$ cat src/rtl/viterbi_decode.sv
// Purpose : hard-decision Viterbi decoder for the (2,1,2) code g1=111, g0=101;
//           pairs a serial coded stream into symbols, runs 4-state ACS and
//           keeps register-exchange survivors.
// Latency : decoded bit k is presented on the ACS edge of symbol k+TB_DEPTH-1
//           (one edge after that symbol's c0 is captured).
// Backpressure: none; one symbol per two valid bits, ACS never stalls.
// Ports   : clk_sig/reset_sig     clock, async active-low reset
//           bit_valid/serial_bit  coded bit stream (c1 then c0 per symbol)
//           sync                  with bit_valid, forces serial_bit to be a c1
//           dec_valid/dec_bit     one-cycle pulse with the decoded source bit
//           best_metric           normalized metric of the winning state
module viterbi_decode #(
  parameter int PM_W     = 6,
  parameter int TB_DEPTH = 16
) (
  input  logic            clk_sig,
  input  logic            reset_sig,
  input  logic            bit_valid,
  input  logic            serial_bit,
  input  logic            sync,
  output logic            dec_valid,
  output logic            dec_bit,
  output logic [PM_W-1:0] best_metric
);

  localparam logic [PM_W-1:0]  PM_MAX  = '1;
  localparam int               CNT_W   = $clog2(TB_DEPTH) + 1;
  localparam logic [CNT_W-1:0] CNT_LIM = CNT_W'(TB_DEPTH - 1);

  // symbol pairing state
  logic phase;
  logic r1;
  logic r0;
  logic sym_pend;

  // trellis state
  logic [PM_W-1:0]     pm    [4];
  logic [TB_DEPTH-1:0] surv  [4];
  logic [CNT_W-1:0]    sym_cnt;

  // ACS results for the pending symbol
  logic [PM_W-1:0]     nm    [4];
  logic [TB_DEPTH-1:0] nsurv [4];
  logic [PM_W-1:0]     min_m;
  logic [1:0]          best;

  // Hamming distance between the received pair and the pair that state st
  // emits for input u.
  function automatic logic [1:0] branch_metric(input logic [1:0] st,
                                               input logic       u,
                                               input logic       x1,
                                               input logic       x0);
    logic e1;
    logic e0;
    e1 = u ^ st[1] ^ st[0];
    e0 = u ^ st[0];
    return {1'b0, x1 ^ e1} + {1'b0, x0 ^ e0};
  endfunction

  function automatic logic [PM_W-1:0] sat_add(input logic [PM_W-1:0] a,
                                              input logic [1:0]      b);
    logic [PM_W:0] s;
    s = {1'b0, a} + {{(PM_W-1){1'b0}}, b};
    return s[PM_W] ? PM_MAX : s[PM_W-1:0];
  endfunction

  // One ACS unit per next state ns={u,a}; predecessors are {a,0} and {a,1}.
  for (genvar g = 0; g < 4; g++) begin : g_acs
    localparam logic [1:0] NS = 2'(g);
    localparam logic [1:0] P0 = {NS[0], 1'b0};
    localparam logic [1:0] P1 = {NS[0], 1'b1};
    localparam logic       U  = NS[1];

    logic [PM_W-1:0] cand0;
    logic [PM_W-1:0] cand1;
    logic            take1;

    assign cand0 = sat_add(pm[P0], branch_metric(P0, U, r1, r0));
    assign cand1 = sat_add(pm[P1], branch_metric(P1, U, r1, r0));
    // strict compare: a tie keeps the s0=0 predecessor
    assign take1 = (cand1 < cand0);
    assign nm[g]    = take1 ? cand1 : cand0;
    assign nsurv[g] = take1 ? {surv[P1][TB_DEPTH-2:0], U}
                            : {surv[P0][TB_DEPTH-2:0], U};
  end

  // The lowest new metric is both the normalization offset and the winner;
  // strict compare keeps the lowest index on ties.
  always_comb begin
    min_m = nm[0];
    best  = 2'd0;
    for (int i = 1; i < 4; i++) begin
      if (nm[i] < min_m) begin
        min_m = nm[i];
        best  = 2'(i);
      end
    end
  end

  // Pairing: sync overrides the phase so a stray half symbol is discarded.
  always_ff @(posedge clk_sig or negedge reset_sig) begin
    if (!reset_sig) begin
      phase    <= 1'b0;
      r1       <= 1'b0;
      r0       <= 1'b0;
      sym_pend <= 1'b0;
    end else begin
      sym_pend <= 1'b0;
      if (bit_valid) begin
        if (sync || !phase) begin
          r1    <= serial_bit;
          phase <= 1'b1;
        end else begin
          r0       <= serial_bit;
          phase    <= 1'b0;
          sym_pend <= 1'b1;
        end
      end
    end
  end

  // ACS commit; r1/r0 stay stable for this edge because a new c0 can only
  // land at least one edge after the next c1.
  always_ff @(posedge clk_sig or negedge reset_sig) begin
    if (!reset_sig) begin
      pm[0] <= '0;
      for (int i = 1; i < 4; i++) pm[i] <= PM_MAX;
      for (int i = 0; i < 4; i++) surv[i] <= '0;
      sym_cnt     <= '0;
      dec_valid   <= 1'b0;
      dec_bit     <= 1'b0;
      best_metric <= '0;
    end else begin
      dec_valid <= 1'b0;
      if (sym_pend) begin
        for (int i = 0; i < 4; i++) begin
          pm[i]   <= nm[i] - min_m;
          surv[i] <= nsurv[i];
        end
        dec_bit     <= nsurv[best][TB_DEPTH-1];
        best_metric <= nm[best] - min_m;
        dec_valid   <= (sym_cnt >= CNT_LIM);
        if (sym_cnt < CNT_LIM) sym_cnt <= sym_cnt + CNT_W'(1);
      end
    end
  end

endmodule

$ cat config.mk
export PLATFORM = sky130hd
export DESIGN_NAME = viterbi_decode
export DESIGN_NICKNAME = d
export VERILOG_FILES = /design/src/rtl/viterbi_decode.sv
export SDC_FILE = /design/constraint.sdc
export NUM_CORES = 1
export LEC_CHECK = 0
export BUFFER_PORTS_ARGS = -buffer_cell sky130_fd_sc_hd__buf_2
export CAP_MARGIN = 10
export CORE_UTILIZATION = 55
export CTS_CLUSTER_DIAMETER = 60
export DETAILED_ROUTE_END_ITERATION = 7
export PLACE_DENSITY = 0.71
export SLEW_MARGIN = 20
export SYNTH_ARGS = -nofsm -noshare
export SYNTH_HDL_FRONTEND = slang
export SYNTH_SLANG_ARGS = --single-unit
$ cat constraint.sdc
create_clock -name clk_sig -period 18.6 [get_ports clk_sig]
set_input_delay 0 -clock clk_sig [delete_from_list [all_inputs] [get_ports clk_sig]]
set_output_delay 0 -clock clk_sig [all_outputs]
set_load 0.1 [all_outputs]
-- Word-level counts from Yosys, hierarchy flattened
Index checks and enable logic that the tools add are counted.
- add/subtract/negate cells: 18
- magnitude comparators: 10
- multiplexer cells: 32
- bitwise logic cells: 4
- reductions and logical operators: 5
- operator list (operator ; count):
    6-bit two-way mux ; 17
    16-bit two-way mux ; 6
    6-bit by 2-bit adder with 7-bit output ; 8
    6-bit < comparator ; 7
    16-bit binary-select mux with 2-bit select ; 1
    6-bit subtractor ; 5
    6-bit binary-select mux with 2-bit select ; 1
    1-bit by 1-bit adder with 2-bit output ; 4
    2-bit AND reduction ; 3
    5-bit by 1-bit adder with 5-bit output (second input constant) ; 1
    5-bit by 4-bit greater-or-equal comparator with 1-bit output (second input constant) ; 1
    5-bit by 4-bit < comparator with 1-bit output (second input constant) ; 1
    1-bit two-way mux ; 5
    2-bit two-way mux ; 2
    3-bit greater-or-equal comparator (second input constant) ; 1
    1-bit inverter ; 3
    2-bit inverter with 3-bit output ; 1
    1-bit logical NOT ; 1
    1-bit logical OR ; 1
- flip-flop bits (word level): 101
- bits of input ports: 5
- output and inout port bits: 8

-- Depth between registers and ports, before layout
- depth after elaboration: 17
- depth in mapped cells: 54
- gate-level depth less buffers: 50

-- Least setup slack after synthesis
OpenSTA, ideal clock, no wires.
- kind: register -> register
- start: register r1
- end: register pm[11] in the netlist's numbering
- library setup time: 0.086 ns
- data arrival time: 10.304 ns
- path slack: 8.210 ns
- cell stages (with the launch flop): 50
- clock period less this slack: 10.390 ns
- cell sequence: dfrtp_1 -> inv_1 -> ha_1 -> ha_1 -> nor2b_1 -> o21ai_0 -> o21ai_0 -> and2_1 -> xnor2_1 -> o21ai_0 -> ha_1 -> a21oi_1 -> nand2_1 -> o311a_1 -> a21o_1 -> a221o_1 -> buf_1 -> a21oi_1 -> [... 14 more ...] -> buf_6 -> mux2i_1 -> ha_1 -> nand2_1 -> a311oi_1 -> a311oi_2 -> nand2_1 -> buf_2 -> o21ai_0 -> ha_1 -> a21o_1 -> a21o_1 -> a21o_1 -> a21oi_1 -> xor2_1 -> a2111o_1 -> o31ai_1 -> a2111o_1
- longest elaborated chain between the ends: 13
- elaborated cells on any way between the ends: 36
- ends and longest elaborated chain (item ; line ; text):
    from (decl) ; 32 ; logic r1;
    from (signal assigned) ; 111 ; r1 <= serial_bit;
    1-bit inverter (no source line) ; - ;
    1-bit by 1-bit adder with 2-bit output ; 57 ; return {1'b0, x1 ^ e1} + {1'b0, x0 ^ e0};
    6-bit by 2-bit adder with 7-bit output ; 63 ; s = {1'b0, a} + {{(PM_W-1){1'b0}}, b};
    6-bit two-way mux ; 64 ; return s[PM_W] ? PM_MAX : s[PM_W-1:0];
    6-bit < comparator ; 81 ; assign take1 = (cand1 < cand0);
    6-bit two-way mux ; 82 ; assign nm[g] = take1 ? cand1 : cand0;
    6-bit < comparator ; 93 ; if (nm[i] < min_m) begin
    6-bit two-way mux ; 93 ;
    6-bit < comparator ; 93 ;
    6-bit two-way mux ; 93 ;
    6-bit < comparator ; 93 ;
    6-bit two-way mux ; 93 ;
    6-bit subtractor * ; 137 ; pm[i] <= nm[i] - min_m;
    to (signal, indexed assignment) ; 137 ;
    to (decl) ; 37 ; logic [PM_W-1:0] pm [4];
Mark *: on every way between the ends. The rest lies on a longest branch, timed or not.
A chain may end at the register's enable or synchronous reset.

-- Final worst setup path
Same ends and word-level chain as after synthesis.

==> summary.txt <==
layout cells sized above 1: 10.2%
routed vias/inst: 6.05
Critical Path AT: 12.18 ns
hold buffers post-CTS: 4
# DRC: 0
antenna violations before repair: 0
Worst-Skew Late Latency: 0.36 ns
final worst clock skew: 0.00940 ns
Finished Layout Cells: 1,058
root buffer cell: clkbuf_16
syn_nets: 968
TritonCTS clock tree: built
Max Cap Viol: 0
Final GP Congestion: 0.984
number of synthesized flops with an enable pin: 0
# clock sinks: 96
Die ar.: 0.0146 mm2
critical path peak fanout: 19
vias in the first global route: 6,230
status: finished, final reports clean
WP buf/inv: 6
most frequent cells after synthesis: nor2_1, a21oi_1, dfrtp_1, ha_1, mux2i_1
TNS Setup: 0 ns
Cell Area, Synth: 0.00775 mm2
area of the core: 0.0135 mm2
top-count cell post-synth: nor2_1
Routed WL: 18,300 um
initial core utilization: 57.4%
Crit Path Class: flip-flop to flip-flop
area delta synth->final: 6.85%
dpl cells: 1,038
total CTS buffers: 9
Rows: 42
Buffers on Ports: 12
Yosys top cell area share: 25.2%
Slew headroom: 27.6%
RSZ-0062 raised after global routing: false
I/O Pins: 13
first-pass GRT wire length: 30,400 um
Top cell by count, worst path: ha_1
slowest CP cell: a31oi_1
min Tclk post-route: 11.90 ns
Synthesis Warnings: 0
worst hold-check path type: primary input to asynchronous set/reset pin
cell taking the most area after synthesis: dfrtp_1
Longest Clk Path Bufs: 2
final cycle utilization of the critical path: 64.0%
H-Tree Depth: 3
WL met3: 707 um
ant diodes: 0
Worst-path clk slew: 0.07 ns
Final #Nets: 962
Post-DRT Antenna Nets: 0
met2 wire length: 8450 um
largest net degree at the start of global routing: 74
routed len/inst: 17.3 um
Setup Fix Bufs, Post-CTS: 0
async set-reset flop share out of synthesis: 100%
final setup fails: 0
Seq cells post-synth: 96
Critical Path Start Type: flip-flop
post-cts resize count: 0
HPWL after DPL: 13,900 um
critical path data required time: 18.88 ns
Detailed Routing Iterations Pass 1: 5
vias: 6,403
final-report hold violation count: 0
GRT Util Overall: 26.8%
crit-path leading delay family: compound AO/OA/AOI/OAI gates
M1 wire length: 8610 um
largest cells by area after synthesis: dfrtp_1, ha_1, mux2i_1, a21oi_1, dfstp_2
CP peak stage delay: 0.80 ns
Die Y: 121 um
post-synthesis cell count: 883
Yosys cell types: 65
Slew @ Worst Pin: 1.08 ns
FMAX: 84.1 MHz
Avg Cell Area, Syn: 8.77 um2
chip width: 121 um
Fill cells: 1,177
Worst Setup End Kind: flip-flop
main flop type after synthesis: dfrtp_1
sequential share of the synthesized area: 31.3%
max layer used: met4
Overflow after GRT: 0
initial detailed-routing violation count: 393
Slew Viols, Final: 0
[cells by family (layout without fill, tap and decap cells)]
family	Yosys count	after routing	synth area share, %
buffers and inverters	88	87	4.51
AO/OA/AOI/OAI	235	235	18.2
XOR/XNOR	45	45	5.09
adder cells (fa/ha/maj)	80	80	13.4
flip-flops	96	96	31.3
AND/OR/NAND/NOR	241	241	14.4
multiplexers	98	98	13.2
[worst paths after layout]
| check | from | endpoint | slack [ns] | cells after the start |
|---|---|---|---|---|
| worst max-delay path | r1 | pm[11] | 6.70 | 45 |
| worst min-delay path | reset_sig | best_metric[1] | 0.17 | 2 |
| worst max register to register | r1 | pm[11] | 6.70 | 45 |
| worst min register to register | surv[0] | surv[0] | 0.47 | 1 |
| max in group asynchronous | reset_sig | sym_pend | 17.28 | 3 |
| min in group clk_sig | bit_valid | phase | 0.43 | 4 |
[cells in the final DEF, fill, tap and decap left out, types with 8 or more instances in the layout]
cell       Yosys  layout
nor2_1       114     114
a21oi_1      100      99
dfrtp_1       78      77
ha_1          75      75
mux2i_1       69      69
o21ai_0       61      60
inv_1         49      49
nand2_1       44      44
mux2_2        26      26
xnor2_1       24      24
a21o_1        23      23
xor2_1        21      21
dfstp_2       18      18
nor2b_1       15      15
nand3_1       14      14
nand2b_1      12      12
buf_2          6      11
clkbuf_16      0       9
and2_1         8       8
[state kept, by name, summed over array words and instances, names as in the netlist]
name         cells
best_metric      6
dec_bit          1
dec_valid        1
phase            1
pm              24
r0               1
r1               1
surv            55
sym_cnt          5
sym_pend         1
[layout make-up]
cell class	instances	area (um2)	area share (%)
multi-input combinational	699	4980	60.2
sequential	96	2430	29.3
clock buffer	10	239	2.89
tap	176	220	2.66
inverter	49	184	2.22
timing repair buffer	22	148	1.78
clock inverter	6	75.1	0.907
[metal layers]
layer	vias to the layer above	track usage, %
li1	3118	-
met1	3071	36.1
met2	176	43.6
met3	38	3.21
met4	0	11.3
met5	-	0
[per-stage QoR]
step / area [um2] / utilization [%] / hold WS [ns] / setup WS (ns)
6_report: 8280 / 61.3 / 0.172 / 6.70
2_1_floorplan: 7750 / - / -0.296 / 8.21
5_1_grt: 8280 / 61.3 / 0.245 / 5.73
3_5_place_dp: 7920 / 58.7 / 0.0235 / 6.50
3_3_place_gp: 7920 / 58.7 / 0.0157 / 7.05
4_1_cts: 8280 / 61.3 / 0.186 / 6.47
Power is not shown: default switching activity piles up to over one toggle a cycle in this logic, so the estimate is an artifact.
